$ cat config.mk
export PLATFORM = sky130hd
export DESIGN_NAME = alu_result_stage
export DESIGN_NICKNAME = d
export VERILOG_FILES = /design/src/rtl/alu_result_stage.sv
export SDC_FILE = /design/constraint.sdc
export NUM_CORES = 1
export LEC_CHECK = 0
export CAP_MARGIN = 20
export CORE_MARGIN = 2
export CORE_UTILIZATION = 53
export DETAILED_ROUTE_END_ITERATION = 10
export PLACE_DENSITY = 0.94
export SLEW_MARGIN = 20
export SYNTH_ARGS = -nofsm -noshare
export SYNTH_HDL_FRONTEND = slang
export SYNTH_SLANG_ARGS = --single-unit
export TNS_END_PERCENT = 10
$ cat constraint.sdc
create_clock -name iClk -period 3.5 [get_ports iClk]
set_clock_uncertainty 0.2 [all_clocks]
set_input_delay 0.35 -clock iClk [delete_from_list [all_inputs] [get_ports iClk]]
set_output_delay 0.35 -clock iClk [all_outputs]
set_load 0.01 [all_outputs]
$ cat src/rtl/alu_result_stage.sv
// Result-capture stage after the 32-bit ALU: 2-entry in-order skid buffer toward writeback
// plus the architectural N/Z flag register. Optional branch-condition evaluation under ALU_BRANCH_COND_EN.
module alu_result_stage #(
  parameter int DEST_W = 4
) (
  input  logic              iClk,
  input  logic              iReset_n,
  input  logic              iValid,
  output logic              oReady,
  input  logic [31:0]       iRegC,
  input  logic              iNEG,
  input  logic              iZERO,
  input  logic [3:0]        iOP,
  input  logic [DEST_W-1:0] iDest,
  output logic              oValid,
  input  logic              iReady,
  output logic [31:0]       oData,
  output logic [DEST_W-1:0] oDest,
  output logic              oWrEn,
  output logic              oFlagN,
  output logic              oFlagZ,
`ifdef ALU_BRANCH_COND_EN
  input  logic [2:0]        iCond,
  output logic              oTaken,
`endif
  output logic [1:0]        oCount
);

  // Handshake: upstream transfer on iValid & oReady, downstream pop on oValid & iReady.
  // oReady comes only from registered state, so iReady never reaches it combinationally.
  logic [1:0]        count_q;
  logic              rd_ptr_q;
  logic              wr_ptr_q;
  logic              rdy_en_q;
  logic              flag_n_q;
  logic              flag_z_q;
  logic [31:0]       data_q [2];
  logic [DEST_W-1:0] dest_q [2];
  logic              wren_q [2];
`ifdef ALU_BRANCH_COND_EN
  logic              taken_q [2];

  function automatic logic cond_eval(input logic [2:0] c, input logic n, input logic z);
    logic r;
    r = 1'b0;
    case (c)
      3'd0: r = 1'b0;
      3'd1: r = 1'b1;
      3'd2: r = z;
      3'd3: r = ~z;
      3'd4: r = n;
      3'd5: r = ~n;
      3'd6: r = n | z;
      3'd7: r = ~n & ~z;
      default: r = 1'b0;
    endcase
    return r;
  endfunction
`endif

  logic push;
  logic pop;
  logic flag_upd;

  assign oReady   = (count_q != 2'd2) & rdy_en_q;
  assign oValid   = (count_q != 2'd0);
  assign push     = iValid & oReady;
  assign pop      = oValid & iReady;
  assign flag_upd = push & ((iOP == 4'd1) | (iOP == 4'd2));
  assign oCount   = count_q;
  assign oFlagN   = flag_n_q;
  assign oFlagZ   = flag_z_q;

  always_ff @(posedge iClk or negedge iReset_n) begin
    if (!iReset_n) begin
      count_q  <= 2'd0;
      rd_ptr_q <= 1'b0;
      wr_ptr_q <= 1'b0;
      rdy_en_q <= 1'b0;
      flag_n_q <= 1'b0;
      flag_z_q <= 1'b0;
      for (int i = 0; i < 2; i++) begin
        data_q[i]  <= '0;
        dest_q[i]  <= '0;
        wren_q[i]  <= 1'b0;
`ifdef ALU_BRANCH_COND_EN
        taken_q[i] <= 1'b0;
`endif
      end
    end else begin
      rdy_en_q <= 1'b1;
      if (push) begin
        data_q[wr_ptr_q]  <= iRegC;
        dest_q[wr_ptr_q]  <= iDest;
        wren_q[wr_ptr_q]  <= (iOP != 4'd0);
`ifdef ALU_BRANCH_COND_EN
        // Decision uses the flags as they stand before this entry's own update.
        taken_q[wr_ptr_q] <= cond_eval(iCond, flag_n_q, flag_z_q);
`endif
        wr_ptr_q <= ~wr_ptr_q;
      end
      if (pop) begin
        rd_ptr_q <= ~rd_ptr_q;
      end
      case ({push, pop})
        2'b10:   count_q <= count_q + 2'd1;
        2'b01:   count_q <= count_q - 2'd1;
        default: count_q <= count_q;
      endcase
      if (flag_upd) begin
        flag_n_q <= iNEG;
        flag_z_q <= iZERO;
      end
    end
  end

  always_comb begin
    oData  = '0;
    oDest  = '0;
    oWrEn  = 1'b0;
`ifdef ALU_BRANCH_COND_EN
    oTaken = 1'b0;
`endif
    if (oValid) begin
      oData  = data_q[rd_ptr_q];
      oDest  = dest_q[rd_ptr_q];
      oWrEn  = wren_q[rd_ptr_q];
`ifdef ALU_BRANCH_COND_EN
      oTaken = taken_q[rd_ptr_q];
`endif
    end
  end

endmodule

==> results.md <==
- area overhead of the layout relative to synthesis: 32.2%
- Placed Cells incl. Taps: 425
- floorplan die area: 7560 µm²
- maximum buffer depth of the clock tree: 2
- worst endpoint data arrival time: 2.19 ns
- setup-violating endpoint count in the final report: 0
- later-pin clock latency in the skew report: 0.34 ns
- clock tree root driver cell: sky130_fd_sc_hd__clkbuf_8
- number of nets in the final layout: 405
- number of placement rows: 30
- Post-Place Setup Slack: 1.10 ns
- ANT cells: 0
- post-detailed-route DRC marker count: 0
- launch point of the worst path: rd_ptr_q$_DFFE_PN0P_
- setup TNS: 0 ns
- Netlist cell types: 23
- crit start category: flip-flop
- number of vias in the routed layout: 2324
- reported leakage power: 2.10 nW
- post-synth design cell area: 3640 µm²
- number of sinks driven by the clock tree: 81
- Iter 0 DRT Violations: 98
- placeable core region: 6720 µm²
- slew at the pin closest to its max-slew limit: 0.718 ns
- die extent in x: 86.9 µm
- Detailed Place HPWL: 4650 µm
- share of the core filled with cells in the final layout: 71.7%
- PD cells: 966 nW/µm²
- height of the die: 86.9 µm
- post-CTS setup buffer count: 0
- Worst Path Required: 2.95 ns
- Net Sw Power: 1.51 mW
- crit share post-route: 78.3%
- Critical Path Sink Type: output pin
- part of the power in registers: 36.7%
- routed wire length: 7010 µm
- TritonCTS clock tree: yes
- maximum number of pins on one net before global-route repair: 82
- overall overflow remaining after global route: 0
- # Max-Cap Violations: 0
- power after layout: 4.66 mW
- startpoint of the worst-slack reg-to-reg timing path: oCount[0]$_DFFE_PN0P_
- shortest clock period the worst path allows after layout: 2.74 ns
- weighted congestion at the end of routability-driven global placement: 0.718
- Net Count, Synth: 314
- vias in the first global route: 2443
- worst setup slack after layout: 0.758 ns
- mean number of vias per cell: 5.26
- RSZ-0062 raised after global routing: false
- final hold slack: 0.251 ns
- critical setup path kind: flip-flop to output pin
- initial antenna violation count: 0
- Post-DRT Antenna Nets: 0
- I/O pin total: 89
- layout cells sized above 1: 26.8%
- Clock transition at path regs: 0.08 ns
- Port Buffer Count: 88
- Gate Count Post-Synth: 267
- peak supply drop: 0.448 mV
- Switching Share: 32.4%
- final design area excluding fillers: 4820 µm²
- clock buffer count from CTS: 9
- sequential share of the synthesized area: 55.6%
- Mapped Avg Cell Area: 13.7 µm²
- Yosys Warn Count: 0
- wire length of the first global-routing pass: 11200 µm
- FF+latch count, synth: 81
- Initial Utilization: 54.2%
- worst-case headroom to the max-slew limit: 52.0%
- Tightest Hold Check Type: input port to async pin
- Max Clk Rate: 0.365 GHz
- fin cells: 442
- final max-slew violation count: 0
- maximum fanout along the worst path: 20
- post-detailed-placement cell area: 4590 µm²
- Clock Power Share: 14.3%
- average routed wire per standard cell: 15.9 µm
- DR pass1 iterations: 3
- Internal Pwr Total: 3.15 mW
- final hold violations: 0
- run status: complete, no violations
- H-tree lvl count: 3
- proportion of power drawn by combinational gates: 49.0%
- Overall Global Routing Usage: 19.2%
-- cell families after synthesis --
logic type / count (synthesis) / share of synthesized area, %
multiplexers: 113 / 33.6
flip-flops: 81 / 55.6
AND/OR/NAND/NOR: 50 / 6.49
buffers and inverters: 15 / 2.37
XOR/XNOR: 6 / 1.44
adder cells (fa/ha/maj): 1 / 0.343
other: 1 / 0.103
-- layout by cell type (no fill, tap or decap) --
| cell | instances |
|---|---|
| sky130_fd_sc_hd__nand4_4 | 1 |
| sky130_fd_sc_hd__ha_1 | 1 |
| sky130_fd_sc_hd__buf_16 | 1 |
| sky130_fd_sc_hd__and2_1 | 2 |
| sky130_fd_sc_hd__dlygate4sd3_1 | 1 |
| sky130_fd_sc_hd__mux2_1 | 4 |
| sky130_fd_sc_hd__nor4_1 | 1 |
| sky130_fd_sc_hd__clkbuf_1 | 1 |
| sky130_fd_sc_hd__or2_2 | 1 |
| sky130_fd_sc_hd__nor2b_1 | 1 |
| sky130_fd_sc_hd__inv_1 | 1 |
| sky130_fd_sc_hd__nand2_1 | 1 |
| sky130_fd_sc_hd__clkdlybuf4s50_1 | 87 |
| sky130_fd_sc_hd__xor2_1 | 2 |
| sky130_fd_sc_hd__clkbuf_8 | 11 |
| sky130_fd_sc_hd__or3_1 | 1 |
| sky130_fd_sc_hd__nor2_2 | 1 |
| sky130_fd_sc_hd__bufinv_16 | 1 |
| sky130_fd_sc_hd__mux2i_1 | 37 |
| sky130_fd_sc_hd__nand3_1 | 1 |
| sky130_fd_sc_hd__clkinv_2 | 2 |
| sky130_fd_sc_hd__mux2_2 | 72 |
| sky130_fd_sc_hd__nor3_4 | 1 |
| sky130_fd_sc_hd__xnor2_1 | 4 |
| sky130_fd_sc_hd__buf_4 | 4 |
| sky130_fd_sc_hd__dfrtp_1 | 80 |
| sky130_fd_sc_hd__dfrtp_2 | 1 |
| sky130_fd_sc_hd__conb_1 | 1 |
| sky130_fd_sc_hd__buf_12 | 1 |
| sky130_fd_sc_hd__nand2b_1 | 1 |
| sky130_fd_sc_hd__nor2_1 | 38 |
-- cell usage after synthesis --
| cell type | number | area [µm²] |
|---|---|---|
| sky130_fd_sc_hd__nand4_4 | 1 | 21.3 |
| sky130_fd_sc_hd__and2_1 | 2 | 12.5 |
| sky130_fd_sc_hd__buf_2 | 6 | 30.0 |
| sky130_fd_sc_hd__xor2_1 | 2 | 17.5 |
| sky130_fd_sc_hd__mux2i_1 | 37 | 370 |
| sky130_fd_sc_hd__xnor2_1 | 4 | 35.0 |
| sky130_fd_sc_hd__nor2_1 | 39 | 146 |
| sky130_fd_sc_hd__conb_1 | 1 | 3.75 |
| sky130_fd_sc_hd__nand2_1 | 1 | 3.75 |
| sky130_fd_sc_hd__nor2b_1 | 1 | 6.26 |
| sky130_fd_sc_hd__nor3_4 | 1 | 16.3 |
| sky130_fd_sc_hd__dfrtp_1 | 81 | 2030 |
| sky130_fd_sc_hd__inv_1 | 1 | 3.75 |
| sky130_fd_sc_hd__buf_6 | 3 | 33.8 |
| sky130_fd_sc_hd__or2_2 | 1 | 6.26 |
| sky130_fd_sc_hd__clkbuf_1 | 5 | 18.8 |
| sky130_fd_sc_hd__ha_1 | 1 | 12.5 |
| sky130_fd_sc_hd__nor4_1 | 1 | 6.26 |
| sky130_fd_sc_hd__nand3_1 | 1 | 5.00 |
| sky130_fd_sc_hd__or3_1 | 1 | 6.26 |
| sky130_fd_sc_hd__mux2_2 | 72 | 811 |
| sky130_fd_sc_hd__mux2_1 | 4 | 45.0 |
| sky130_fd_sc_hd__nand2b_1 | 1 | 6.26 |
-- routing by layer --
| metal | wire, µm | track usage, % | vias to the layer above |
|---|---|---|---|
| li1 | - | - | 1105 |
| met1 | 3210 | 25.5 | 1147 |
| met2 | 3370 | 31.2 | 59 |
| met3 | 296 | 3.89 | 13 |
| met4 | 143 | 7.53 | 0 |
| met5 | 0 | 0 | - |
-- power by group through the flow --
stage | registers (mW) | logic, mW | clock network [mW]
2_1_floorplan | 1.61 | 1.34 | 0
3_3_place_gp | 1.69 | 2.24 | 0
3_5_place_dp | 1.73 | 2.29 | 0
4_1_cts | 1.71 | 2.31 | 0.684
5_1_grt | 1.78 | 2.46 | 0.729
6_report | 1.71 | 2.28 | 0.667
-- worst max-delay path: stages, from the launching register on --
cell and delay [ns]:
sky130_fd_sc_hd__dfrtp_2 0.75, sky130_fd_sc_hd__buf_12 0.27, sky130_fd_sc_hd__mux2i_1 0.24, sky130_fd_sc_hd__nor2_1 0.08
sky130_fd_sc_hd__clkdlybuf4s50_1 0.49
-- final timing paths --
check,cells past startpoint,to,slack (ns)
worst max-delay path,4,oData[10],0.76
worst min-delay path,2,rdy_en_q$_DFF_PN0_,0.25
max in group asynchronous,3,data_q[20]$_DFFE_PN0P_,2.27
min in group iClk,1,data_q[41]$_DFFE_PN0P_,0.30
worst min register to register,1,data_q[41]$_DFFE_PN0P_,0.30
worst max register to register,3,data_q[5]$_DFFE_PN0P_,1.33
-- timing repair --
item	4_1_cts	5_1_grt
resized for setup	0	0
hold endpoints to repair	0	22
hold buffers	0	1
-- area by class of cell --
| class | instances | area (µm²) |
|---|---|---|
| Multi-Input combinational cell | 171 | 1530 |
| Inverter | 1 | 3.75 |
| Tap cell | 80 | 100 |
| Timing Repair Buffer | 94 | 958 |
| Sequential cell | 81 | 2030 |
| Fill cell | 455 | 1900 |
| Clock inverter | 3 | 40.0 |
| Clock buffer | 12 | 155 |
-- registers in the layout, indices dropped and copies added, names as in the netlist --
register / flops
rd_ptr_q: 1
data_q: 64
oCount: 2
oFlagZ: 1
wr_ptr_q: 1
wren_q: 2
dest_q: 8
oFlagN: 1
rdy_en_q: 1
Note: power is estimated with default switching activity, not from simulation.
